[src/rtl/reset_sequencer.sv]
// Central reset controller: synchronizes the board reset, applies a power-on hold,
// then releases NUM_STAGES active-low domains in order; a soft request re-runs the sequence.

module reset_sequencer_stage (
  input  logic clk,
  input  logic asyncrst_n,
  input  logic clr_i,
  input  logic set_i,
  output logic rst_n_o
);
  logic rst_n_q, rst_n_d;

  // Clear wins over set so an abort on a release edge keeps the domain held.
  always_comb begin
    rst_n_d = rst_n_q;
    if (clr_i)      rst_n_d = 1'b0;
    else if (set_i) rst_n_d = 1'b1;
  end

  always_ff @(posedge clk or negedge asyncrst_n) begin
    if (!asyncrst_n) rst_n_q <= 1'b0;
    else             rst_n_q <= rst_n_d;
  end

  assign rst_n_o = rst_n_q;
endmodule

module reset_sequencer #(
  parameter int NUM_STAGES = 3,
  parameter int POR_CYCLES = 1024,
  parameter int STAGE_GAP  = 16,
  parameter int MIN_ASSERT = 8
) (
  input  logic                  clk,
  input  logic                  asyncrst_n,
  input  logic                  soft_rst_req,
  output logic [NUM_STAGES-1:0] rst_n_out,
  output logic                  ready,
  output logic                  busy,
  output logic [1:0]            rst_cause
);
  localparam int MAX_AB = (POR_CYCLES > STAGE_GAP) ? POR_CYCLES : STAGE_GAP;
  localparam int MAXC   = (MAX_AB > MIN_ASSERT) ? MAX_AB : MIN_ASSERT;
  localparam int CW     = $clog2(MAXC + 1);
  localparam int IW     = $clog2(NUM_STAGES + 1);

  localparam logic [CW-1:0] POR_LAST = CW'(POR_CYCLES - 1);
  localparam logic [CW-1:0] GAP_LAST = CW'(STAGE_GAP - 1);
  localparam logic [CW-1:0] MIN_LAST = CW'(MIN_ASSERT - 1);
  localparam logic [IW-1:0] IDX_LAST = IW'(NUM_STAGES - 1);

  localparam logic [1:0] CAUSE_POR  = 2'b01;
  localparam logic [1:0] CAUSE_SOFT = 2'b10;

  typedef enum logic [1:0] {S_HOLD, S_ASSERT, S_RELEASE, S_RUN} state_e;

  state_e          state_q, state_d;
  logic [CW-1:0]   cnt_q, cnt_d;
  logic [IW-1:0]   idx_q, idx_d;
  logic            ready_q, ready_d;
  logic            busy_q, busy_d;
  logic [1:0]      cause_q, cause_d;
  logic [1:0]      sync_q;
  logic            srst_n;
  logic            raise, abort;
  logic [NUM_STAGES-1:0] stage_set;

  // Release of the board reset reaches the FSM two edges later; assertion is immediate.
  always_ff @(posedge clk or negedge asyncrst_n) begin
    if (!asyncrst_n) sync_q <= 2'b00;
    else             sync_q <= {sync_q[0], 1'b1};
  end
  assign srst_n = sync_q[1];

  always_ff @(posedge clk or negedge asyncrst_n) begin
    if (!asyncrst_n) begin
      state_q <= S_HOLD;
      cnt_q   <= '0;
      idx_q   <= '0;
      ready_q <= 1'b0;
      busy_q  <= 1'b1;
      cause_q <= CAUSE_POR;
    end else begin
      state_q <= state_d;
      cnt_q   <= cnt_d;
      idx_q   <= idx_d;
      ready_q <= ready_d;
      busy_q  <= busy_d;
      cause_q <= cause_d;
    end
  end

  always_comb begin
    state_d = state_q;
    cnt_d   = cnt_q;
    idx_d   = idx_q;
    raise   = 1'b0;
    abort   = 1'b0;
    case (state_q)
      S_HOLD: begin
        if (srst_n) begin
          if (cnt_q == POR_LAST) begin
            raise = 1'b1;
            cnt_d = '0;
          end else begin
            cnt_d = cnt_q + 1'b1;
          end
        end
      end
      S_ASSERT: begin
        if (soft_rst_req) begin
          abort = 1'b1;
          cnt_d = '0;
        end else if (cnt_q == MIN_LAST) begin
          raise = 1'b1;
          cnt_d = '0;
        end else begin
          cnt_d = cnt_q + 1'b1;
        end
      end
      S_RELEASE: begin
        if (soft_rst_req) begin
          abort = 1'b1;
          cnt_d = '0;
        end else if (cnt_q == GAP_LAST) begin
          raise = 1'b1;
          cnt_d = '0;
        end else begin
          cnt_d = cnt_q + 1'b1;
        end
      end
      S_RUN: begin
        if (soft_rst_req) begin
          abort = 1'b1;
          cnt_d = '0;
        end
      end
      default: state_d = S_HOLD;
    endcase

    if (abort) begin
      state_d = S_ASSERT;
      idx_d   = '0;
    end else if (raise) begin
      if (idx_q == IDX_LAST) begin
        state_d = S_RUN;
        idx_d   = '0;
      end else begin
        state_d = S_RELEASE;
        idx_d   = idx_q + 1'b1;
      end
    end
  end

  always_comb begin
    ready_d = (state_d == S_RUN);
    busy_d  = ~ready_d;
    cause_d = abort ? CAUSE_SOFT : cause_q;
  end

  for (genvar g = 0; g < NUM_STAGES; g++) begin : g_stage
    assign stage_set[g] = raise && (idx_q == IW'(g));
    reset_sequencer_stage u_stage (
      .clk        (clk),
      .asyncrst_n (asyncrst_n),
      .clr_i      (abort),
      .set_i      (stage_set[g]),
      .rst_n_o    (rst_n_out[g])
    );
  end

  assign ready     = ready_q;
  assign busy      = busy_q;
  assign rst_cause = cause_q;
endmodule

[config.mk]
export PLATFORM = sky130hd
export DESIGN_NAME = reset_sequencer
export DESIGN_NICKNAME = d
export VERILOG_FILES = /design/src/rtl/reset_sequencer.sv
export SDC_FILE = /design/constraint.sdc
export NUM_CORES = 1
export LEC_CHECK = 0
export ABC_AREA = 0
export BUFFER_PORTS_ARGS = -buffer_cell sky130_fd_sc_hd__clkbuf_2
export CORE_MARGIN = 8
export CORE_UTILIZATION = 50
export CTS_CLUSTER_SIZE = 12
export DETAILED_ROUTE_END_ITERATION = 12
export PLACE_DENSITY = 0.68
export SYNTH_ARGS = -nofsm -noshare
export SYNTH_HDL_FRONTEND = slang
export SYNTH_SLANG_ARGS = --single-unit
[constraint.sdc]
create_clock -name clk -period 5.25 [get_ports clk]
set_input_delay 1.05 -clock clk [delete_from_list [all_inputs] [get_ports clk]]
set_output_delay 1.05 -clock clk [all_outputs]
set_load 0.05 [all_outputs]
==> reports/metrics.cfg, run 1 <==
[outcome]
status=finished, final reports clean

[die]
die_h_um=66.3
core_sq_um=2430
die_area_sq_um=4390
rows=18
start_util_pct=52.0
io_pins=10
die_w_um=66.3

[critical_path]
reg2reg_slack_ns=3.09
required_ns=5.47
cp.arrival_ns=2.76
worstSetupPathType=input pin to register
worstPathMaxFanout=14
startpoint_type=input pin
worstReg2RegEnd=cnt_q[7]
worst_r2r_path_depth=5
reg2reg_from=state_q[1]
endpoint_kind=register

[route]
wl_um=2480
dr.pass1.iters=4
vias=941
post-route-drc-count=0
antenna_left=0
drt-initial-drc-count=97
vias_per_cell=5.88
wl_per_cell_um=15.5

[clocking]
cts_resized=0
cts_max_level=1
cts_root_buf=clkbuf_4
tritoncts_num_sinks=24
hold_buffers=0
clk_latency_ns=0.32
clk_pin_slew_ns=0.14
cts_buffer_depth=2
cts_tree=done
numCtsBuffers=3
post-cts-setup-buffers=0

[sta]
hold_viol=0
setup_viol=0
tightest_slew_ns=0.582
tns_ns=0
min_period_over_period_pct=48.5
fmax_mhz=392
whs_ns=0.394
maxSlewHeadroom_pct=61.2
grt_setup_unrepaired=false
fin_ws_ns=2.70
skew_ns=0.00692
timing.final.max_slew_violations=0
period_needed_ns=2.55

[placement]
gp_congestion=0.845
dpl.hpwl_um=1730
portBuffers=9
dp_slack_ns=2.35

[global_route]
grt_max_degree=25
grt_pass1_vias=944
grt_pass1_wl_um=4350
grt.total_usage_pct=12.6
overflow=0
antenna_found_initial=0

[min_path]
whs_endpoint=sync_q[1]
worstHoldPathCells=0
worstHoldStart=sync_q[0]
hp-class=register to register

[cells_and_area]
syn_to_final_growth_pct=6.83
final_core_util_pct=55.5
fillers=213
nNetsFinal=135
multiInputGateArea_sq_um=604
diodes=0
seqCellArea_sq_um=603
drive_above_1_share_pct=16.9

[pwr]
ir_drop_uv=212
leakagePower_nw=0.612
p_per_area_nw_per_um2=334

[logic_synthesis]
ys_seq_area_share_pct=47.7
ys_warn_count=0
synthCells=125
synth.distinct_cells=44
synth.ff_latch_count=24
synth_fp_nets=129
synth_area_sq_um=1260
avgSynthCellArea_sq_um=10.1

[run]
max_cap_viol_count=0

-- layout by cell type (no fill, tap or decap), drive strengths merged, types with 2 or more instances in the layout --
cell type | Yosys | routed
o21a | 4 | 4
nand3 | 6 | 6
nor3 | 2 | 2
nor4 | 3 | 3
nand2 | 9 | 9
nor2 | 15 | 15
dfrtp | 22 | 22
o21ai | 3 | 3
nand4 | 2 | 2
and3 | 2 | 2
clkbuf | 4 | 12
nand2b | 2 | 2
a21oi | 6 | 6
xnor2 | 4 | 4
nand4b | 2 | 2
xor2 | 5 | 5
nor2b | 4 | 4
dfstp | 2 | 2
inv | 2 | 2
-- through the flow --
stage	instance area (sq um)	cells	total power [W]
5_1_grt	1350	160	0.000477
4_1_cts	1350	160	0.000453
3_5_place_dp	1300	156	0.000317
2_1_floorplan	1260	125	0.000301
3_3_place_gp	1300	156	0.000313
6_report	1350	160	0.000451
-- sequential cells by signal (all words and copies together) (netlist names) --
| name | flops |
|---|---|
| busy | 1 |
| sync_q | 2 |
| cnt_q | 11 |
| ready | 1 |
| rst_cause | 2 |
| idx_q | 2 |
| g_stage.u_stage.rst_n_o | 3 |
| state_q | 2 |
-- cell usage after synthesis, drive strengths merged --
cell	instances	share of area (%)
dfrtp	22	44
nor2	15	4.5
nand2	9	2.7
a21oi	6	2.4
nand3	6	2.4
xor2	5	3.5
buf	4	2.7
clkbuf	4	1.2
nor2b	4	2.0
o21a	4	3.0
xnor2	4	2.8
nor4	3	1.5
o21ai	3	1.2
and3	2	0.99
dfstp	2	4.2
inv	2	0.59
nand2b	2	0.99
nand4	2	0.99
nand4b	2	1.4
nor3	2	0.79
a2111oi	1	2.2
a21o	1	0.59
a221oi	1	0.69
a22o	1	0.69
a2bb2oi	1	0.69
a31oi	1	0.50
and2	1	0.50
conb	1	0.30
ha	1	0.99
mux2	1	0.89
nand3b	1	0.59
nand4bb	1	0.89
nor3b	1	0.99
o211ai	1	0.59
o21bai	1	0.59
o221a	1	0.89
o221ai	1	0.69
o22ai	1	0.50
o41ai	1	0.69
or2	1	0.50
or4	1	0.89
or4b	1	1.1
-- worst max-delay path: stages --
cell and delay (ns):
clkbuf_2 0.19, or4b_4 0.57, a2111oi_4 0.40, o21a_4 0.21, nand2b_1 0.25, nor2_1 0.09
-- logic make-up after synthesis --
kind of cell,after synthesis,share of synthesized area (%)
AO/OA/AOI/OAI,25,15.8
XOR/XNOR,9,6.24
adder cells (fa/ha/maj),1,0.990
buffers and inverters,10,4.46
flip-flops,24,47.7
multiplexers,1,0.891
other,1,0.297
AND/OR/NAND/NOR,54,23.6
-- per-layer routing --
layer / wire, um / share of wire [%] / global-route usage [%] / up-vias
li1: - / - / - / 457
met5: 0 / 0 / 0 / -
met3: 169 / 6.8 / 2.88 / 5
met2: 1130 / 46 / 17.7 / 33
met4: 41 / 1.7 / 8.27 / 0
met1: 1140 / 46 / 16.7 / 446
-- worst max path at each step --
stage	cells after the start	start	end
finish	6	soft_rst_req	cnt_q[7]
floorplan	5	soft_rst_req	cnt_q[10]
global route	6	soft_rst_req	cnt_q[10]
detailed placement	6	soft_rst_req	cnt_q[7]
CTS	6	soft_rst_req	cnt_q[7]
global placement	6	soft_rst_req	cnt_q[4]
-- cell type report --
type | instances | share of cell area, %
Sequential cell | 24 | 44.7
Tap cell | 30 | 2.78
Timing Repair Buffer | 9 | 3.34
Inverter | 2 | 0.556
Multi-Input combinational cell | 91 | 44.8
Clock buffer | 3 | 1.67
Clock inverter | 1 | 2.22
-- report_power, final --
part | leakage, nW | total, W | switching [W] | internal, W
clock | 0.0279 | 0.000136 | 0.0000588 | 0.0000773
sequential | 0.313 | 0.000238 | 0.0000325 | 0.000205
combinational | 0.271 | 0.0000775 | 0.0000444 | 0.0000331
total | 0.612 | 0.000451 | 0.000136 | 0.000315
Power figures use the tool's default switching activity.
==> run 2: changes to the inputs <==
- clock period: 5.25 -> 2.4 ns (I/O delays scaled with it)
==> run 2 against run 1 <==
  * Clock-buffer cell count unchanged
  * Flip-flop and latch count unchanged
  * Clock skew up 0.0048 ns
  * Global-route usage about the same
  * Combinational power up 150%
  * Die area unchanged
  * Wire length down 1.7%
  * Largest power group unchanged
==> reports/metrics.cfg, run 2 (synthesis results as in run 1) <==
[clocking]
cts_max_level=1  ; unchanged
cts_tree=done
clk_latency_ns=0.32  ; about the same
cts_root_buf=clkbuf_4
cts_buffer_depth=2  ; unchanged
numCtsBuffers=3  ; unchanged
post-cts-setup-buffers=0  ; unchanged
hold_buffers=0  ; unchanged
cts_resized=0  ; unchanged
clk_pin_slew_ns=0.14  ; about the same
tritoncts_num_sinks=24  ; unchanged

[route]
vias=941  ; unchanged
drt-initial-drc-count=23  ; -76%
wl_um=2440  ; -1.7%
antenna_left=0  ; unchanged
dr.pass1.iters=4  ; unchanged
post-route-drc-count=0  ; unchanged
vias_per_cell=5.74  ; -2.4%
wl_per_cell_um=14.9  ; -4.1%

[global_route]
grt_max_degree=25  ; unchanged
overflow=0  ; unchanged
grt_pass1_vias=950  ; +0.64%
grt.total_usage_pct=12.6  ; +0.017 points
grt_pass1_wl_um=4370  ; +0.32%
antenna_found_initial=0  ; unchanged

[die]
die_h_um=66.3  ; unchanged
rows=18  ; unchanged
start_util_pct=52.0  ; unchanged
die_w_um=66.3  ; unchanged
io_pins=10  ; unchanged
core_sq_um=2430  ; unchanged
die_area_sq_um=4390  ; unchanged

[critical_path]
required_ns=2.60  ; -2.87 ns
endpoint_kind=register
worstSetupPathType=register to register
worstPathMaxFanout=8  ; -6
cp.arrival_ns=2.31  ; -0.45 ns
reg2reg_slack_ns=0.29  ; -2.80 ns
startpoint_type=register

[cells_and_area]
syn_to_final_growth_pct=9.21
final_common_cell=dfrtp_1
nNetsFinal=139  ; +3.0%
fin_area_sq_um=1380  ; +2.2%
largest_register=cnt_q
multiInputGateArea_sq_um=604  ; unchanged
seqCellArea_sq_um=603  ; unchanged
fillers=228  ; +7.0%
final_core_util_pct=56.7  ; +1.2 points
final_cell_mix=dfrtp_1, nor2_1, nand2_1, clkbuf_2
drive_above_1_share_pct=19.4  ; +2.5 points
largest_reg_flops=11  ; unchanged
diodes=0  ; unchanged

[sta]
setup_viol=0  ; unchanged
tns_ns=0  ; unchanged
fmax_mhz=474
maxSlewHeadroom_pct=61.6  ; +0.39 points
timing.final.max_slew_violations=0  ; unchanged
min_period_over_period_pct=87.9
period_needed_ns=2.11
hold_viol=0  ; unchanged
grt_setup_unrepaired=false
skew_ns=0.0118  ; +0.00484 ns
tightest_slew_ns=0.576  ; -0.00586 ns
fin_ws_ns=0.290  ; -2.41 ns

[run]
max_cap_viol_count=0  ; unchanged

[placement]
dp_slack_ns=0.196  ; -2.15 ns
portBuffers=9  ; unchanged
gp_congestion=0.817  ; -3.2%
dpl.hpwl_um=1810  ; +4.7%
place_area_sq_um=1330  ; +2.3%

[pwr]
ir_drop_uv=485  ; +130%
p_per_area_nw_per_um2=718  ; +120%
leakagePower_nw=0.632  ; +3.4%

[outcome]
status=finished, final reports clean

[min_path]
hp-class=input pin to asynchronous set/reset pin

==> run 2: cell type report <==
type	instances	share of cell area [%]
clock buffers	3	1.63
inverters	2	0.544
repair buffers	13	5.44
multi-input cells	91	43.8
well taps	30	2.72
clock inverters	1	2.18
flip-flops and latches	24	43.7
==> run 2: per-layer routing <==
| metal | routed length (um) | track usage (%) |
|---|---|---|
| met4 | 44 | 6.93 |
| met3 | 109 | 2.88 |
| met2 | 1160 | 19.7 |
| met1 | 1130 | 15.6 |
| met5 | 0 | 0 |
==> run 2: report_power, final <==
part	internal, W	leakage (nW)	switching, W
combinational	0.0000841	0.291	0.000109
clock	0.000169	0.0279	0.000122
sequential	0.000449	0.313	0.0000588
==> run 2: worst paths after layout <==
check                      startpoint                         end  depth (start not counted)
max                          cnt_q[3]                   cnt_q[10]                          5
min                        asyncrst_n  g_stage[2].u_stage.rst_n_o                          1
max reg2reg                  cnt_q[3]                   cnt_q[10]                          5
min reg2reg                 sync_q[0]                   sync_q[1]                          0
max in group asynchronous  asyncrst_n                    cnt_q[9]                          1
min in group clk            sync_q[0]                   sync_q[1]                          0
==> run 2: critical path: stages (launching register included) <==
cell and delay (ns):
dfrtp_1 0.49, or4b_4 0.52, a2111oi_4 0.39, o21a_4 0.21, nand2b_1 0.27, nor2_1 0.09
==> run 2: metrics by stage <==
stage,instances,hold slack [ns],total power (W)
global placement,160,0.335,0.000699
CTS,164,0.155,0.000997
global route,164,0.163,0.00105
floorplan,125,0.184,0.000658
finish,164,0.127,0.000991
detailed placement,160,0.346,0.000706
